===== src/rtl/dsadc_pkg.sv =====
// Shared types and helpers for the dual-slope ADC controller.
// DSADC_CMP_SYNC_EN selects the two-flop comparator synchroniser build.
package dsadc_pkg;

    typedef enum logic [1:0] {
        IDLE,
        AZ,
        INT,
        DEINT
    } dsadc_state_e;

`ifdef DSADC_CMP_SYNC_EN
    localparam int SYNC_LAT = 2;
`else
    localparam int SYNC_LAT = 0;
`endif

    function automatic int phase_w(input int len);
        return (len <= 1) ? 1 : $clog2(len);
    endfunction

endpackage


===== src/rtl/dsadc_cntr.sv =====
// Saturating up-counter with synchronous clear and terminal-count flag.
module dsadc_cntr #(
    parameter int W = 8
) (
    input  logic         clk,
    input  logic         rstn,
    input  logic         i_syncClr,
    input  logic         i_en,
    input  logic [W-1:0] i_max,
    output logic [W-1:0] o_cnt,
    output logic         o_tc
);

    logic [W-1:0] r_cnt;

    always_ff @(posedge clk or negedge rstn) begin
        if (!rstn)
            r_cnt <= '0;
        else if (i_syncClr)
            r_cnt <= '0;
        else if (i_en && (r_cnt != i_max))
            r_cnt <= r_cnt + 1'b1;
    end

    assign o_cnt = r_cnt;
    assign o_tc  = (r_cnt == i_max);

endmodule


===== src/rtl/dl_slp_ctrl.sv =====
// Dual-slope ADC sequencer: auto-zero, fixed integration, timed de-integration.
// Define DSADC_CMP_SYNC_EN to pass cmp_out through a 2-flop synchroniser.
module dl_slp_ctrl
    import dsadc_pkg::*;
#(
    parameter int CNT_W  = 8,
    parameter int T_INT  = 256,
    parameter int AZ_CYC = 4
) (
    input  logic             clk,
    input  logic             rstn,
    input  logic             start,
    input  logic             abort,
    input  logic             cmp_out,
    output logic             integrator_rstn,
    output logic             integrator_sel,
    output logic             busy,
    output logic             eoc,
    output logic [CNT_W-1:0] dig_out,
    output logic             ovf
);

    localparam int AZ_W = phase_w(AZ_CYC);
    localparam int TI_W = phase_w(T_INT);
    localparam int PH_W = (AZ_W > TI_W) ? AZ_W : TI_W;
    localparam logic [PH_W-1:0] AZ_LAST  = PH_W'(AZ_CYC - 1);
    localparam logic [PH_W-1:0] INT_LAST = PH_W'(T_INT - 1);

    dsadc_state_e     r_state;
    dsadc_state_e     w_next;
    logic [PH_W-1:0]  w_phaseCnt;
    logic [PH_W-1:0]  w_phaseMax;
    logic             w_phaseTc;
    logic [CNT_W-1:0] w_measCnt;
    logic             w_measTc;
    logic             w_cmpS;
    logic [CNT_W-1:0] w_code;
    logic             w_done;
    logic             w_unused;

    // One phase counter serves both AZ and INT; it restarts on every state change.
    assign w_phaseMax = (r_state == AZ) ? AZ_LAST : INT_LAST;

    dsadc_cntr #(.W(PH_W)) u_phaseCntr (
        .clk       (clk),
        .rstn      (rstn),
        .i_syncClr (w_next != r_state),
        .i_en      ((r_state == AZ) || (r_state == INT)),
        .i_max     (w_phaseMax),
        .o_cnt     (w_phaseCnt),
        .o_tc      (w_phaseTc)
    );

    assign w_unused = ^w_phaseCnt;

    dsadc_cntr #(.W(CNT_W)) u_measCntr (
        .clk       (clk),
        .rstn      (rstn),
        .i_syncClr (r_state != DEINT),
        .i_en      ((r_state == DEINT) && !w_cmpS),
        .i_max     ({CNT_W{1'b1}}),
        .o_cnt     (w_measCnt),
        .o_tc      (w_measTc)
    );

`ifdef DSADC_CMP_SYNC_EN
    logic r_cmpMeta;
    logic r_cmpSync;

    // Only crossings seen during DEINT enter the synchroniser, so stale values never leak in.
    always_ff @(posedge clk or negedge rstn) begin
        if (!rstn) begin
            r_cmpMeta <= 1'b0;
            r_cmpSync <= 1'b0;
        end else begin
            r_cmpMeta <= cmp_out && (r_state == DEINT);
            r_cmpSync <= r_cmpMeta;
        end
    end

    assign w_cmpS = r_cmpSync;
    assign w_code = (w_measCnt >= CNT_W'(SYNC_LAT)) ? (w_measCnt - CNT_W'(SYNC_LAT)) : '0;
`else
    assign w_cmpS = cmp_out;
    assign w_code = w_measCnt;
`endif

    always_ff @(posedge clk or negedge rstn) begin
        if (!rstn)
            r_state <= IDLE;
        else
            r_state <= w_next;
    end

    always_comb begin
        w_next = r_state;
        if (abort) begin
            w_next = IDLE;
        end else begin
            case (r_state)
                IDLE:    if (start) w_next = AZ;
                AZ:      if (w_phaseTc) w_next = INT;
                INT:     if (w_phaseTc) w_next = DEINT;
                DEINT:   if (w_cmpS || w_measTc) w_next = IDLE;
                default: w_next = IDLE;
            endcase
        end
    end

    always_comb begin
        integrator_rstn = 1'b0;
        integrator_sel  = 1'b0;
        busy            = 1'b1;
        case (r_state)
            IDLE:    busy = 1'b0;
            INT: begin
                integrator_rstn = 1'b1;
                integrator_sel  = 1'b1;
            end
            DEINT:   integrator_rstn = 1'b1;
            default: ;
        endcase
    end

    // A crossing wins over overflow when both land in the same cycle.
    assign w_done = (r_state == DEINT) && !abort && (w_cmpS || w_measTc);

    always_ff @(posedge clk or negedge rstn) begin
        if (!rstn) begin
            eoc     <= 1'b0;
            dig_out <= '0;
            ovf     <= 1'b0;
        end else begin
            eoc <= w_done;
            if (w_done) begin
                dig_out <= w_cmpS ? w_code : {CNT_W{1'b1}};
                ovf     <= !w_cmpS;
            end
        end
    end

endmodule


===== config.mk =====
export PLATFORM = sky130hd
export DESIGN_NAME = dl_slp_ctrl
export DESIGN_NICKNAME = d
export VERILOG_FILES = /design/src/rtl/dsadc_pkg.sv /design/src/rtl/dsadc_cntr.sv /design/src/rtl/dl_slp_ctrl.sv
export SDC_FILE = /design/constraint.sdc
export NUM_CORES = 1
export LEC_CHECK = 0
export ABC_AREA = 1
export CORE_MARGIN = 5
export CORE_UTILIZATION = 40
export CTS_BUF_LIST = sky130_fd_sc_hd__clkbuf_2
export CTS_CLUSTER_SIZE = 8
export DETAILED_ROUTE_END_ITERATION = 10
export GPL_ROUTABILITY_DRIVEN = 0
export SLEW_MARGIN = 20
export SYNTH_ARGS = -nofsm -noshare
export SYNTH_HDL_FRONTEND = slang
export SYNTH_SLANG_ARGS = --single-unit

===== constraint.sdc =====
create_clock -name clk -period 3.3 [get_ports clk]
set_clock_uncertainty 0.05 [all_clocks]
set_input_delay 0.99 -clock clk [delete_from_list [all_inputs] [get_ports clk]]
set_output_delay 0.99 -clock clk [all_outputs]
set_load 0.01 [all_outputs]

# Word-level counts from Yosys, hierarchy flattened
# Index checks and enable logic that the tools add are counted.
[word_totals]
in_bits = 5
ff_bits = 28
word_cells = 45
[op_classes]
n_mux = 15
addsub = 2
n_reduce_logical = 13
n_eq_ne = 9
[op_table]
columns = ["operator", "n"]
rows = [
  ["2-to-1 mux 8 bit", 6],
  ["adder 8 x 1 -> 8 bit, second input constant", 2],
  ["2-to-1 mux 2 bit", 5],
  ["equality test 8 bit", 1],
  ["equality test 8 bit, second input constant", 1],
  ["!= test 8 bit", 1],
  ["!= test 8 bit, second input constant", 1],
  ["one-hot mux 2 bit (4 select lines)", 1],
  ["logical AND 1 bit", 5],
  ["equality test 2 bit, second input constant", 2],
  ["nonzero test 2 bit", 2],
  ["2-to-1 mux 1 bit", 3],
  ["equality test 2 x 1 -> 1 bit, second input constant", 1],
  ["logical NOT 1 bit", 2],
  ["logical NOT 2 bit", 1],
  ["logical OR 1 bit", 2],
  ["!= test 2 bit", 1],
  ["!= test 2 bit, second input constant", 1],
  ["OR reduction 2 bit", 1],
]

# Depth between registers and ports, before layout
[logic_depth]
ltp_word = 8
mapped_depth = 15
ltp_nobuf = 15

# Modules after synthesis
# From an unflattened synthesis, not the netlist that was laid out.
[hier_totals]
cells_unflattened = 292
hier_area_um2 = 1990.7
[by_module_without_submodules]
columns = ["module", "area_per_inst_um2", "instances", "cells_each", "seq_area_each_um2"]
rows = [
  ["dsadc_cntr", 651.9, 2, 104, 200.2],
  ["dl_slp_ctrl", 686.9, 1, 84, 300.3],
]

# Worst setup path before layout
# Ideal clock, no wire load.
[synth_path]
kind = "register to output"
start = "reg r_state[0]"
end = "out integrator_rstn"
arrival_ps = 1060
path_slack_ps = 1200
required_time_ps = 2260
path_stages_with_launch = 4
cell_sequence = "dfrtp_1 -> inv_1 -> ha_1 -> or2_2"
[synth_between]
elab_chain_cells = 3
word_cells_on_any_way = 4
classes_between = "eq/ne (2); mux (1); reduce/logical (1)"
[synth_lines]
columns = ["element", "line", "text"]
rows = [
  ["from (decl)", "dl_slp_ctrl.sv:29", "dsadc_state_e r_state;"],
  ["from (signal assigned)", "dl_slp_ctrl.sv:92", "r_state <= w_next;"],
  ["equality test 2 bit", "dl_slp_ctrl.sv:114", "case (r_state)"],
  ["OR reduction 2 bit (no source line) (*)", "--", ""],
  ["2-to-1 mux 1 bit (*)", "dl_slp_ctrl.sv:114", ""],
  ["to (decl)", "dl_slp_ctrl.sv:15", "output logic integrator_rstn,"],
]
# Mark *: on every way between the ends. The rest lies on a longest branch, timed or not.

# Final worst setup path
# Same ends and word-level chain as after synthesis.

==> results.py <==
metrics = {
    "outcome": {
        "status": "complete, no violations",
    },
    "timing": {
        "setup_viol": 0,
        "rsz0062_at_grt": "false",
        "worst_pin_slew_ps": 354.7,
        "timing.final.crit_share_pct": 92.18,
        "tns_ps": 0,
        "finalHoldViolations": 0,
        "slew_violations": 0,
        "timing.fmax_mhz": 328.7,
        "holdWs_ps": 500.9,
        "period_minus_slack_ps": 3042,
        "relSlewSlack_pct": 76.36,
    },
    "detailed_routing": {
        "dr.pass1.iters": 6,
        "dr.first_iter.drc_count": 26,
        "drc": 0,
        "drtAntennaViolNets": 0,
        "vias": 1163,
        "wl_per_cell_um": 11.41,
        "vias_per_cell": 4.766,
        "routed_wl_um": 2784,
    },
    "synth": {
        "syn_nets": 186,
        "synth.avg_cell_area_um2": 8.406,
        "netlist_area_mm2": 0.001463,
        "synth_area_leaders": "dfrtp_1 (48%), nor2_1 (8.0%), nand2_1 (7.7%)",
        "synth_area_leader_cell": "dfrtp_1",
        "syn_inst": 174,
        "synth.ff_latch_count": 28,
        "ys_warn_count": 0,
        "synth_top_area_share_pct": 47.90,
        "ys_seq_area_share_pct": 47.90,
        "synth_cell_types": 22,
    },
    "setup_path": {
        "crit_type": "flip-flop to output port",
        "cp_slowest_stage_delay_ps": 480,
        "cp.required_ps": 2260,
        "worst_path_max_delay_cell": "clkdlybuf4s50_1",
        "worst_setup_path_start_kind": "flip-flop",
        "critPathTopFamily": "buffers and inverters",
        "setup.worst_path.end_class": "output port",
        "cp.arrival_ps": 2000,
        "cp_cell_sequence": "inv_1, ha_1, or2_2, clkdlybuf4s50_1",
        "worstPathMaxFanout": 6,
        "path_buf_inv": 2,
    },
    "global_route": {
        "grt_max_degree": 29,
        "grt_pass1_vias": 1203,
        "grt.overflow.total": 0,
        "grt_pass1_wl_um": 4981,
        "grt_usage_pct": 12.15,
        "antenna_found_initial": 0,
    },
    "clocking": {
        "numClockSinks": 28,
        "htreeDepth": 1,
        "postCtsSetupRepairBufs": 0,
        "cts_resized": 0,
        "cts_tree": "yes",
        "cts.path.max_buffers": 2,
        "clk_pin_slew_ps": 250,
        "clkLatencyLatePin_ps": 350,
        "cts_root_buf": "clkbuf_2",
        "cts-buffers-inserted": 3,
        "hold_buffers": 0,
    },
    "power": {
        "p_per_area_mw_per_mm2": 735.3,
        "peakVddDrop_mv": 0.4011,
        "p_leak_nw": 0.8184,
    },
    "placed_design": {
        "port_buffers": 17,
        "dp_hpwl_um": 2182,
    },
    "cells_and_area": {
        "area_delta_synth_final_pct": 19.33,
        "fin_nets": 209,
        "layout-drive-gt1-share_pct": 7.143,
        "diodes": 0,
        "nFillCells": 341,
    },
    "hold_path": {
        "hold_class": "flip-flop to flip-flop",
    },
    "floorplanning": {
        "core_area_mm2": 0.003606,
        "dieHeight_um": 70.47,
        "initial_core_util_pct": 40.56,
        "die_area_mm2": 0.004966,
        "ios": 18,
        "rows": 22,
        "die_w_um": 70.47,
    },
    "job": {
        "cap_violations": 0,
    },
}
[Yosys cell counts]
cell	instances
a211oi_1	1
a21oi_1	11
a31oi_1	2
buf_4	1
dfrtp_1	28
ha_1	7
inv_1	23
mux2_2	1
nand2_1	30
nand2_2	2
nand3_1	13
nand3_2	2
nand3_4	1
nand3b_1	2
nor2_1	31
nor2_2	1
nor3_1	3
o21ai_0	4
o22a_1	3
or2_2	1
xnor2_1	3
xor2_1	4
[worst min-delay path, delay by kind of cell, from the launching register on]
| kind | cells | cell delay (ps) |
|---|---|---|
| flops | 1 | 410 |
| simple gates | 2 | 130 |
[metrics by stage]
step	cell area (um^2)	total power [mW]	worst slack, ps	instances	utilization, %
floorplan	1463	0.8528	1200	174	-
global placement	1700	1.087	692.4	240	47.15
detailed placement	1700	1.101	692.8	240	47.15
CTS	1745	1.310	224.5	244	48.40
global route	1745	1.394	122.2	244	48.40
finish	1745	1.283	258.0	244	48.40
[cell type report]
class                   count  area, um^2  share of cell area, %
clock buffers               3       15.01                 0.8602
flip-flops and latches     28       700.7                  40.14
repair buffers             19       185.2                  10.61
multi-input cells         122       668.1                  38.28
well taps                  48       60.06                  3.441
inverters                  23       86.33                  4.946
clock inverters             1       30.03                  1.720
[cell families (layout without fill, tap and decap cells)]
kind of cell,after synthesis,after routing,share of synthesized area [%]
buffers and inverters,24,46,6.416
xor gates and xnor gates,7,7,4.192
DFF,28,28,47.90
and+or+nand+nor,86,86,26.43
AOI/OAI and AO/OA,21,21,8.298
adders and majority gates,7,7,5.988
muxes,1,1,0.7698
[flip-flops by register name, indices dropped and copies added (netlist names)]
signal,cells
dig_out,8
u_measCntr.o_cnt,8
u_phaseCntr.o_cnt,8
r_state,2
eoc,1
ovf,1
[path summary, 6_finish.rpt]
| path | start | to | slack (ps) | depth (start not counted) |
|---|---|---|---|---|
| max | r_state[0] | integrator_rstn | 260 | 4 |
| min | dig_out[4] | dig_out[4] | 500 | 2 |
| max reg2reg | r_state[1] | u_phaseCntr.o_cnt[1] | 1170 | 10 |
| min reg2reg | dig_out[4] | dig_out[4] | 500 | 2 |
| max in group asynchronous | rstn | u_phaseCntr.o_cnt[1] | 2030 | 2 |
| min in group asynchronous | rstn | dig_out[7] | 920 | 2 |
[metal layers]
layer  routed length [um]  global-route usage [%]
met4                   18                   3.830
met5                    0                       0
met1                 1239                   13.71
met2                 1437                   22.77
met3                   88                   2.158
[layout by cell type (no fill, tap or decap)]
master and n:
a211oi_1 1, buf_4 2, nand3_2 2, xnor2_1 3, clkdlybuf4s50_1 17, a21oi_1 11, nand2_2 2, dfrtp_1 28
bufinv_16 1, xor2_1 4, nand2_1 30, nor2_2 1, o22a_1 3, o21ai_0 4, or2_2 1, clkbuf_2 3
inv_1 23, nor2_1 31, nand3_4 1, mux2_2 1, a31oi_1 2, nand3_1 13, nand3b_1 2, nor3_1 3
ha_1 7
[report_power, final]
group / leakage, nW / switching, mW / total [mW] / internal [mW]
registers: 0.375 / 0.0570 / 0.476 / 0.419
clock network: 0.0266 / 0.0985 / 0.203 / 0.104
logic: 0.417 / 0.318 / 0.604 / 0.286
(Power assumes the default switching activity.)
